### src/rtl/addsub_issue_if.sv
// Request, issue and result-tag signals between the addsub issue queue and its neighbours.
// The master side supplies requests and issue permission; the slave side is the queue.
interface addsub_issue_if #(
    parameter int WIDTH = 8,
    parameter int DEPTH = 4,
    parameter int TAG_W = 4
);
    localparam int CNT_W = $clog2(DEPTH) + 1;

    logic             in_valid;
    logic             in_ready;
    logic [WIDTH-1:0] in_dataa;
    logic [WIDTH-1:0] in_datab;
    logic             in_add_sub;
    logic             issue_en;
    logic [WIDTH-1:0] op_dataa;
    logic [WIDTH-1:0] op_datab;
    logic             op_add_sub;
    logic             op_valid;
    logic [TAG_W-1:0] op_tag;
    logic             res_valid;
    logic [TAG_W-1:0] res_tag;
    logic [CNT_W-1:0] count;

    modport master (
        output in_valid, in_dataa, in_datab, in_add_sub, issue_en,
        input  in_ready, op_dataa, op_datab, op_add_sub, op_valid, op_tag,
               res_valid, res_tag, count
    );

    modport slave (
        input  in_valid, in_dataa, in_datab, in_add_sub, issue_en,
        output in_ready, op_dataa, op_datab, op_add_sub, op_valid, op_tag,
               res_valid, res_tag, count
    );
endinterface

### src/rtl/addsub_issue.sv
// Operand issue queue feeding the registered addsub stage, with a result-valid strobe
// and sequence tag delayed one cycle to line up with the addsub result register.
module addsub_issue #(
    parameter int WIDTH = 8,
    parameter int DEPTH = 4,
    parameter int TAG_W = 4
) (
    input  logic          clk,
    input  logic          reset,
    addsub_issue_if.slave bus
);
    localparam int PTR_W = $clog2(DEPTH);
    localparam int CNT_W = PTR_W + 1;

    logic [WIDTH-1:0] mem_a  [DEPTH];
    logic [WIDTH-1:0] mem_b  [DEPTH];
    logic             mem_op [DEPTH];

    logic [PTR_W-1:0] wr_ptr;
    logic [PTR_W-1:0] rd_ptr;
    logic [CNT_W-1:0] count_q;
    logic [TAG_W-1:0] tag_ctr;

    logic [WIDTH-1:0] op_dataa_q;
    logic [WIDTH-1:0] op_datab_q;
    logic             op_add_sub_q;
    logic             op_valid_q;
    logic [TAG_W-1:0] op_tag_q;
    logic             res_valid_q;
    logic [TAG_W-1:0] res_tag_q;

    logic ready;
    logic push;
    logic pop;

    // Readiness looks only at the registered occupancy, so a full queue stays closed
    // even when an issue drains an entry in the same cycle.
    always_comb begin
        ready = !reset && (count_q < CNT_W'(DEPTH));
        push  = bus.in_valid && ready;
        pop   = bus.issue_en && (count_q != '0);
    end

    always_ff @(posedge clk) begin
        if (push) begin
            mem_a[wr_ptr]  <= bus.in_dataa;
            mem_b[wr_ptr]  <= bus.in_datab;
            mem_op[wr_ptr] <= bus.in_add_sub;
        end
    end

    always_ff @(posedge clk) begin
        if (reset) begin
            wr_ptr       <= '0;
            rd_ptr       <= '0;
            count_q      <= '0;
            tag_ctr      <= '0;
            op_dataa_q   <= '0;
            op_datab_q   <= '0;
            op_add_sub_q <= 1'b0;
            op_valid_q   <= 1'b0;
            op_tag_q     <= '0;
            res_valid_q  <= 1'b0;
            res_tag_q    <= '0;
        end else begin
            if (push) begin
                wr_ptr <= wr_ptr + PTR_W'(1);
            end

            // Operand registers hold their last values when nothing issues.
            if (pop) begin
                rd_ptr       <= rd_ptr + PTR_W'(1);
                op_dataa_q   <= mem_a[rd_ptr];
                op_datab_q   <= mem_b[rd_ptr];
                op_add_sub_q <= mem_op[rd_ptr];
                op_tag_q     <= tag_ctr;
                op_valid_q   <= 1'b1;
                tag_ctr      <= tag_ctr + TAG_W'(1);
            end else begin
                op_valid_q   <= 1'b0;
            end

            if (push && !pop) begin
                count_q <= count_q + CNT_W'(1);
            end else if (!push && pop) begin
                count_q <= count_q - CNT_W'(1);
            end

            res_valid_q <= op_valid_q;
            res_tag_q   <= op_tag_q;
        end
    end

    assign bus.in_ready   = ready;
    assign bus.op_dataa   = op_dataa_q;
    assign bus.op_datab   = op_datab_q;
    assign bus.op_add_sub = op_add_sub_q;
    assign bus.op_valid   = op_valid_q;
    assign bus.op_tag     = op_tag_q;
    assign bus.res_valid  = res_valid_q;
    assign bus.res_tag    = res_tag_q;
    assign bus.count      = count_q;
endmodule

### src/flat_wrapper.sv
// flat-port wrapper written by rule: the top's interface ports become plain ports
module addsub_issue_flat 
#(
    parameter int WIDTH = 8,
    parameter int DEPTH = 4,
    parameter int TAG_W = 4
)
  (clk, reset, bus_in_valid, bus_in_dataa, bus_in_datab, bus_in_add_sub, bus_issue_en, bus_in_ready, bus_op_dataa, bus_op_datab, bus_op_add_sub, bus_op_valid, bus_op_tag, bus_res_valid, bus_res_tag, bus_count);
  addsub_issue_if #(.WIDTH(WIDTH), .DEPTH(DEPTH), .TAG_W(TAG_W)) bus_i ();
  input  logic clk;
  input  logic reset;
  input wire logic [$bits(bus_i.in_valid)-1:0] bus_in_valid;
  input wire logic [$bits(bus_i.in_dataa)-1:0] bus_in_dataa;
  input wire logic [$bits(bus_i.in_datab)-1:0] bus_in_datab;
  input wire logic [$bits(bus_i.in_add_sub)-1:0] bus_in_add_sub;
  input wire logic [$bits(bus_i.issue_en)-1:0] bus_issue_en;
  output wire logic [$bits(bus_i.in_ready)-1:0] bus_in_ready;
  output wire logic [$bits(bus_i.op_dataa)-1:0] bus_op_dataa;
  output wire logic [$bits(bus_i.op_datab)-1:0] bus_op_datab;
  output wire logic [$bits(bus_i.op_add_sub)-1:0] bus_op_add_sub;
  output wire logic [$bits(bus_i.op_valid)-1:0] bus_op_valid;
  output wire logic [$bits(bus_i.op_tag)-1:0] bus_op_tag;
  output wire logic [$bits(bus_i.res_valid)-1:0] bus_res_valid;
  output wire logic [$bits(bus_i.res_tag)-1:0] bus_res_tag;
  output wire logic [$bits(bus_i.count)-1:0] bus_count;
  assign bus_i.in_valid = bus_in_valid;
  assign bus_i.in_dataa = bus_in_dataa;
  assign bus_i.in_datab = bus_in_datab;
  assign bus_i.in_add_sub = bus_in_add_sub;
  assign bus_i.issue_en = bus_issue_en;
  assign bus_in_ready = bus_i.in_ready;
  assign bus_op_dataa = bus_i.op_dataa;
  assign bus_op_datab = bus_i.op_datab;
  assign bus_op_add_sub = bus_i.op_add_sub;
  assign bus_op_valid = bus_i.op_valid;
  assign bus_op_tag = bus_i.op_tag;
  assign bus_res_valid = bus_i.res_valid;
  assign bus_res_tag = bus_i.res_tag;
  assign bus_count = bus_i.count;
  addsub_issue #(.WIDTH(WIDTH), .DEPTH(DEPTH), .TAG_W(TAG_W)) u_core (.clk(clk), .reset(reset), .bus(bus_i));
endmodule
### config.mk
export PLATFORM = sky130hd
export DESIGN_NAME = addsub_issue_flat
export DESIGN_NICKNAME = d
export VERILOG_FILES = /design/src/rtl/addsub_issue_if.sv /design/src/rtl/addsub_issue.sv /design/src/flat_wrapper.sv
export SDC_FILE = /design/constraint.sdc
export NUM_CORES = 1
export LEC_CHECK = 0
export ABC_AREA = 1
export BUFFER_PORTS_ARGS = -buffer_cell sky130_fd_sc_hd__clkbuf_2
export CAP_MARGIN = 20
export CORE_MARGIN = 1.5
export CORE_UTILIZATION = 60
export CTS_CLUSTER_DIAMETER = 50
export DETAILED_ROUTE_END_ITERATION = 12
export PLACE_DENSITY_LB_ADDON = 0.05
export SLEW_MARGIN = 5
export SYNTH_ARGS = -nofsm -noshare
export SYNTH_HDL_FRONTEND = slang
export SYNTH_SLANG_ARGS = --single-unit
### constraint.sdc
create_clock -name clk -period 3.85 [get_ports clk]
set_input_delay 0.77 -clock clk [delete_from_list [all_inputs] [get_ports clk]]
set_output_delay 0.77 -clock clk [all_outputs]
set_load 0.05 [all_outputs]
# After elaboration in Yosys (flattened, before gate mapping)

Memory sizes are Yosys's and may differ from the RTL's. A register that Yosys moved wholly into a read port is not among the register bits.
Cells that the tools add are included.

Register bits: 21
RAM bits: 68
Bits in latches: 0
Input bits: 21
Memories: 3
Output and inout bits: 31
ROM bits: 0
Logic and storage cells: 32

Memory list:

| memory        | depth | width | rd ports | clocked after Yosys merged registers in | write ports | line               | RTL |
|---|---|---|---|---|---|---|---|
| u_core.mem_a  | 4     | 8     | 1        | 1                                       | 1           | addsub_issue.sv:15 | `logic [WIDTH-1:0] mem_a [DEPTH];` |
| u_core.mem_b  | 4     | 8     | 1        | 1                                       | 1           | addsub_issue.sv:16 | `logic [WIDTH-1:0] mem_b [DEPTH];` |
| u_core.mem_op | 4     | 1     | 1        | 1                                       | 1           | addsub_issue.sv:17 | `logic mem_op [DEPTH];` |

$mul: 0
Multiplexer cells: 5
Bitwise logic cells: 0
Reduce and logical (&&, ||, !) cells: 10
Eq/ne operators: 0
Div/mod/pow operators: 0
Shifts and indexed selects: 0
$add $sub $neg: 5
Magnitude comparators: 1

Operator list:

| operator                                                            | number |
|---|---|
| 3-bit 2-to-1 mux                                                    | 2 |
| 1-bit logical AND                                                   | 5 |
| 2-bit by 1-bit adder with 2-bit output (second input constant)      | 2 |
| 4-bit by 1-bit adder with 4-bit output (second input constant)      | 1 |
| 3-bit by 1-bit adder with 3-bit output (second input constant)      | 1 |
| 1-bit zero test                                                     | 3 |
| 3-bit < comparator (second input constant)                          | 1 |
| 1-bit 2-to-1 mux                                                    | 3 |
| 3-bit nonzero test                                                  | 1 |
| 3-bit by 1-bit subtractor with 3-bit output (second input constant) | 1 |
| 2-bit nonzero test                                                  | 1 |

# Logic depth before layout (Yosys ltp)

Depth in word-level cells: 7
Gate-level depth with buffers: 13
Mapped depth without buffers: 12

# Worst setup path after synthesis

Ideal clock, no wire load.

Path type: input to register
Start: input port reset
End: memory u_core.mem_a[0][0] (enable)
Required time: 3,459 ps
Setup time: 391 ps
Setup slack: 786 ps
Arrival: 2,673 ps
Buffers on the path: 1
Stages: 4
Path through: buf_2 > nor2_1 > nand2_2 > nor2_1

Longest elaborated chain between the ends: 5

RTL lines:

| what                                   | line               | RTL |
|---|---|---|
| start: declaration                     | flat_wrapper.sv:11 | `input logic reset;` |
| 1-bit zero test                        | addsub_issue.sv:39 | `ready = !reset && (count_q < CNT_W'(DEPTH));` |
| 1-bit logical AND                      | addsub_issue.sv:39 |  |
| via bus_in_ready                       | flat_wrapper.sv:17 | `output wire logic [$bits(bus_i.in_ready)-1:0] bus_in_ready;` |
| 1-bit logical AND                      | addsub_issue.sv:40 | `push = bus.in_valid && ready;` |
| 1-bit 2-to-1 mux                       | addsub_issue.sv:45 | `if (push) begin` |
| 1-bit 2-to-1 mux (not written as such) | addsub_issue.sv:46 | `mem_a[wr_ptr] <= bus.in_dataa;` |
| end: declaration                       | addsub_issue.sv:15 |  |

The timed path passes the listed nets, and every way through them passes these cells.

# Worst setup path after layout

Start: input port reset
End: output port bus_in_ready

Longest elaborated chain between the ends: 2

RTL lines:

| what              | line |
|---|---|
| 1-bit zero test   | addsub_issue.sv:39 |
| 1-bit logical AND | addsub_issue.sv:39 |
| end: declaration  | flat_wrapper.sv:17 |

No other way between the ends.

==> qor.csv <==
stage,metric,value,unit
detailed_routing,"wirelength, routed",8131,microns
timing,Fin. Hold Viols,0,
die,initial core utilization,62.53,%
hold_path,WHS Path Cells,2,
placed_design,dpl hpwl,5587,microns
critical_path,Critical Path Max Stage Delay,310,ps
cts,Post-CTS Setup Bufs,0,
cts,clock sink count,106,
finish,area delta synth->final,10.43,%
cts,total CTS buffers,9,
die,num rows,31,
critical_path,CP Capture Type,primary output,
finish,ratio of cells with drive above 1 in the final layout,15.29,%
timing,clock skew,16.48,ps
timing,f_max,452.6,MHz
finish,fin nets,579,
die,die height,90.17,microns
detailed_routing,DRC,0,
power,P_leak,2.473,nW
yosys,post-synthesis register bit count,106,
critical_path,Buf/Inv on CP,2,
grt,initial antenna violation count,0,
finish,Antenna diodes,0,
yosys,Netlist cell types,25,
yosys,register area share after synthesis,61.47,%
detailed_routing,WL/cell,12.41,microns
die,Core Region,7292,sq um
power,Worst IR Drop VDD,0.3329,mV
cts,clock buffer depth,2,
timing,Final Setup Violations,0,
grt,vias in the first global route,2871,
cts,clock slew seen by the registers of the worst setup and hold paths,100,ps
grt,Total GRT Usage,21.86,%
critical_path,Most common cell on crit path,clkbuf_2,
critical_path,CP startpoint kind,input port,
placed_design,Final Wtd Congestion,0.7764,
finish,Finished Layout Cells,655,
critical_path,Required @ worst endpoint,3080,ps
finish,final core utilization,69.05,%
timing,RSZ-0062 raised after global routing,false,
cts,Post-CTS Resized,0,
timing,fin crit share,57.39,%
detailed_routing,Post-DRT Antenna Nets,0,
detailed_routing,vias per cell,4.779,
cts,# H-tree levels,3,
critical_path,WS Path Type,input port to primary output,
cts,Hold Buf Count CTS,0,
timing,Max Slew Vio Count,0,
cts,"Clk Latency, worst-skew pair",370,ps
critical_path,critical path depth in cells,3,
job,Max Cap Violations,0,
die,IO Count,52,
placed_design,Inst Count DP,639,
grt,gr ovfl total,0,
placed_design,port bufs,51,
detailed_routing,1st-pass router iterations,4,
grt,first-pass GRT wire length,13480,microns
critical_path,Crit-path slowest cell,clkbuf_2,
timing,max_slew headroom,50.71,%
critical_path,Worst EP arrival,1440,ps
detailed_routing,via count,3130,
critical_path,depth of the worst register-to-register path,12,
timing,final critical-path required period,2209,ps
critical_path,"Max FO, Critical Path",8,
power,Power Density,659.1,nW/um^2
die,die area,8131,sq um
outcome,status,completed,
critical_path,cell family with most CP delay,buffers and inverters,
cts,CTS tree,done,
yosys,net count after synthesis,529,
critical_path,"Cell Chain, Critical Path",clkbuf_2 -> nor2_1 -> clkbuf_2,
timing,Final TNS setup,0,ps
yosys,synth warn,0,
timing,Worst-Margin Slew,738.3,ps
yosys,mapped cell area,4559,sq um
yosys,Cells after Synth,501,
grt,pin count of the biggest net entering global routing,43,
yosys,synthesized area per cell,9.101,sq um
hold_path,min-delay worst type,flip-flop to flip-flop,
detailed_routing,Iter 0 DRT Violations,168,
cts,clk root buf,clkbuf_8,
die,die width,90.17,microns
worst register-to-register path: stages (launching register included):
cell,delay [ps]
dfxtp_1,390
nor2_4,190
nand2_4,80
nand2_4,350
ha_1,240
inv_1,60
fa_1,380
inv_1,60
nand2_1,40
nand3_1,80
nand2_1,60
nand2_1,60
nor2_1,40
per-stage QoR:
| stage | power (mW) | hold slack (ps) | setup slack (ps) | instance area [sq um] |
|---|---|---|---|---|
| after floorplan | 2.478 | 463.5 | 786.0 | 4559 |
| after global placement | 2.665 | 416.0 | 1418 | 4847 |
| after detailed placement | 2.692 | 414.7 | 1335 | 4847 |
| after CTS | 3.337 | 435.0 | 1634 | 5035 |
| after global routing | 3.534 | 473.1 | 1508 | 5035 |
| final | 3.318 | 433.6 | 1641 | 5035 |
registers in the layout (all words and copies together) (netlist names):
signal / flops
u_core.bus.op_tag: 4
u_core.mem_op: 4
u_core.bus.res_valid: 1
u_core.mem_a: 32
u_core.rd_ptr: 2
u_core.wr_ptr: 2
u_core.bus.res_tag: 4
u_core.bus.op_add_sub: 1
u_core.bus.count: 3
u_core.bus.op_dataa: 8
u_core.mem_b: 32
u_core.bus.op_valid: 1
u_core.bus.op_datab: 8
u_core.tag_ctr: 4
per-layer routing:
| layer | GRT usage [%] | wire [microns] | part of all wire (%) | up-vias |
|---|---|---|---|---|
| met5 | 0 | 0 | 0 | - |
| li1 | - | - | - | 1610 |
| met4 | 10.85 | 172 | 2.1 | 0 |
| met1 | 24.60 | 3305 | 41 | 1433 |
| met3 | 3.976 | 268 | 3.3 | 13 |
| met2 | 39.58 | 4385 | 54 | 74 |
Yosys cell counts:
library cell / count / area share [%]
dfxtp_1: 38 / 17
a21oi_1: 2 / 0.22
nand3_1: 38 / 4.2
a21oi_4: 1 / 0.36
xor2_1: 1 / 0.19
buf_4: 5 / 0.82
buf_2: 7 / 0.77
edfxtp_1: 68 / 45
nand3b_1: 1 / 0.16
inv_1: 110 / 9.1
inv_2: 2 / 0.16
nand2_2: 5 / 0.69
nand2_1: 147 / 12
or2_0: 1 / 0.14
o21ai_0: 4 / 0.44
nand2_4: 2 / 0.49
o21ai_1: 1 / 0.11
fa_1: 1 / 0.44
a21oi_2: 4 / 0.77
buf_6: 5 / 1.2
nand4_1: 1 / 0.14
nor2_4: 1 / 0.25
nor2_1: 49 / 4.0
inv_4: 1 / 0.14
ha_1: 6 / 1.6
cell families after synthesis:
| group | Yosys count | share of synthesized area [%] |
|---|---|---|
| AOI/OAI and AO/OA | 12 | 1.893 |
| xor gates and xnor gates | 1 | 0.1921 |
| adders and majority gates | 7 | 2.086 |
| buffers and inverters | 130 | 12.18 |
| DFF | 106 | 61.47 |
| and+or+nand+nor | 245 | 22.17 |
power by group:
| part | internal, mW | total (mW) | switching (mW) | leakage, nW |
|---|---|---|---|---|
| Clock | 0.301 | 0.659 | 0.358 | 0.0949 |
| Sequential | 1.36 | 1.45 | 0.0929 | 0.929 |
| Combinational | 0.308 | 1.21 | 0.898 | 1.45 |
placed cells by master, fill, tap and decap left out, types with 4 or more instances in the layout:
| master | netlist | layout |
|---|---|---|
| inv_1 | 110 | 110 |
| o21ai_0 | 4 | 4 |
| dfxtp_1 | 38 | 38 |
| buf_4 | 5 | 5 |
| ha_1 | 6 | 6 |
| nand2_2 | 5 | 5 |
| a21oi_2 | 4 | 4 |
| nor2_1 | 49 | 49 |
| edfxtp_1 | 68 | 68 |
| clkbuf_8 | 0 | 9 |
| nand3_1 | 38 | 38 |
| nand2_1 | 147 | 147 |
| clkbuf_2 | 0 | 51 |
final cells by class:
type / instances / area, sq um
Inverter: 113 / 426.7
Clock buffer: 11 / 131.4
Tap cell: 99 / 123.9
Sequential cell: 106 / 2803
Fill cell: 602 / 2257
Clock inverter: 5 / 56.30
Multi-Input combinational cell: 265 / 1201
Timing Repair Buffer: 56 / 292.8
final timing paths:
path                  startpoint              endpoint  slack, ps
max                        reset          bus_in_ready       1640
min          u_core.bus.op_valid  u_core.bus.res_valid        430
max reg2reg  u_core.bus.count[0]   u_core.bus.count[2]       1710
min reg2reg  u_core.bus.op_valid  u_core.bus.res_valid        430
(Power assumes the default switching activity.)
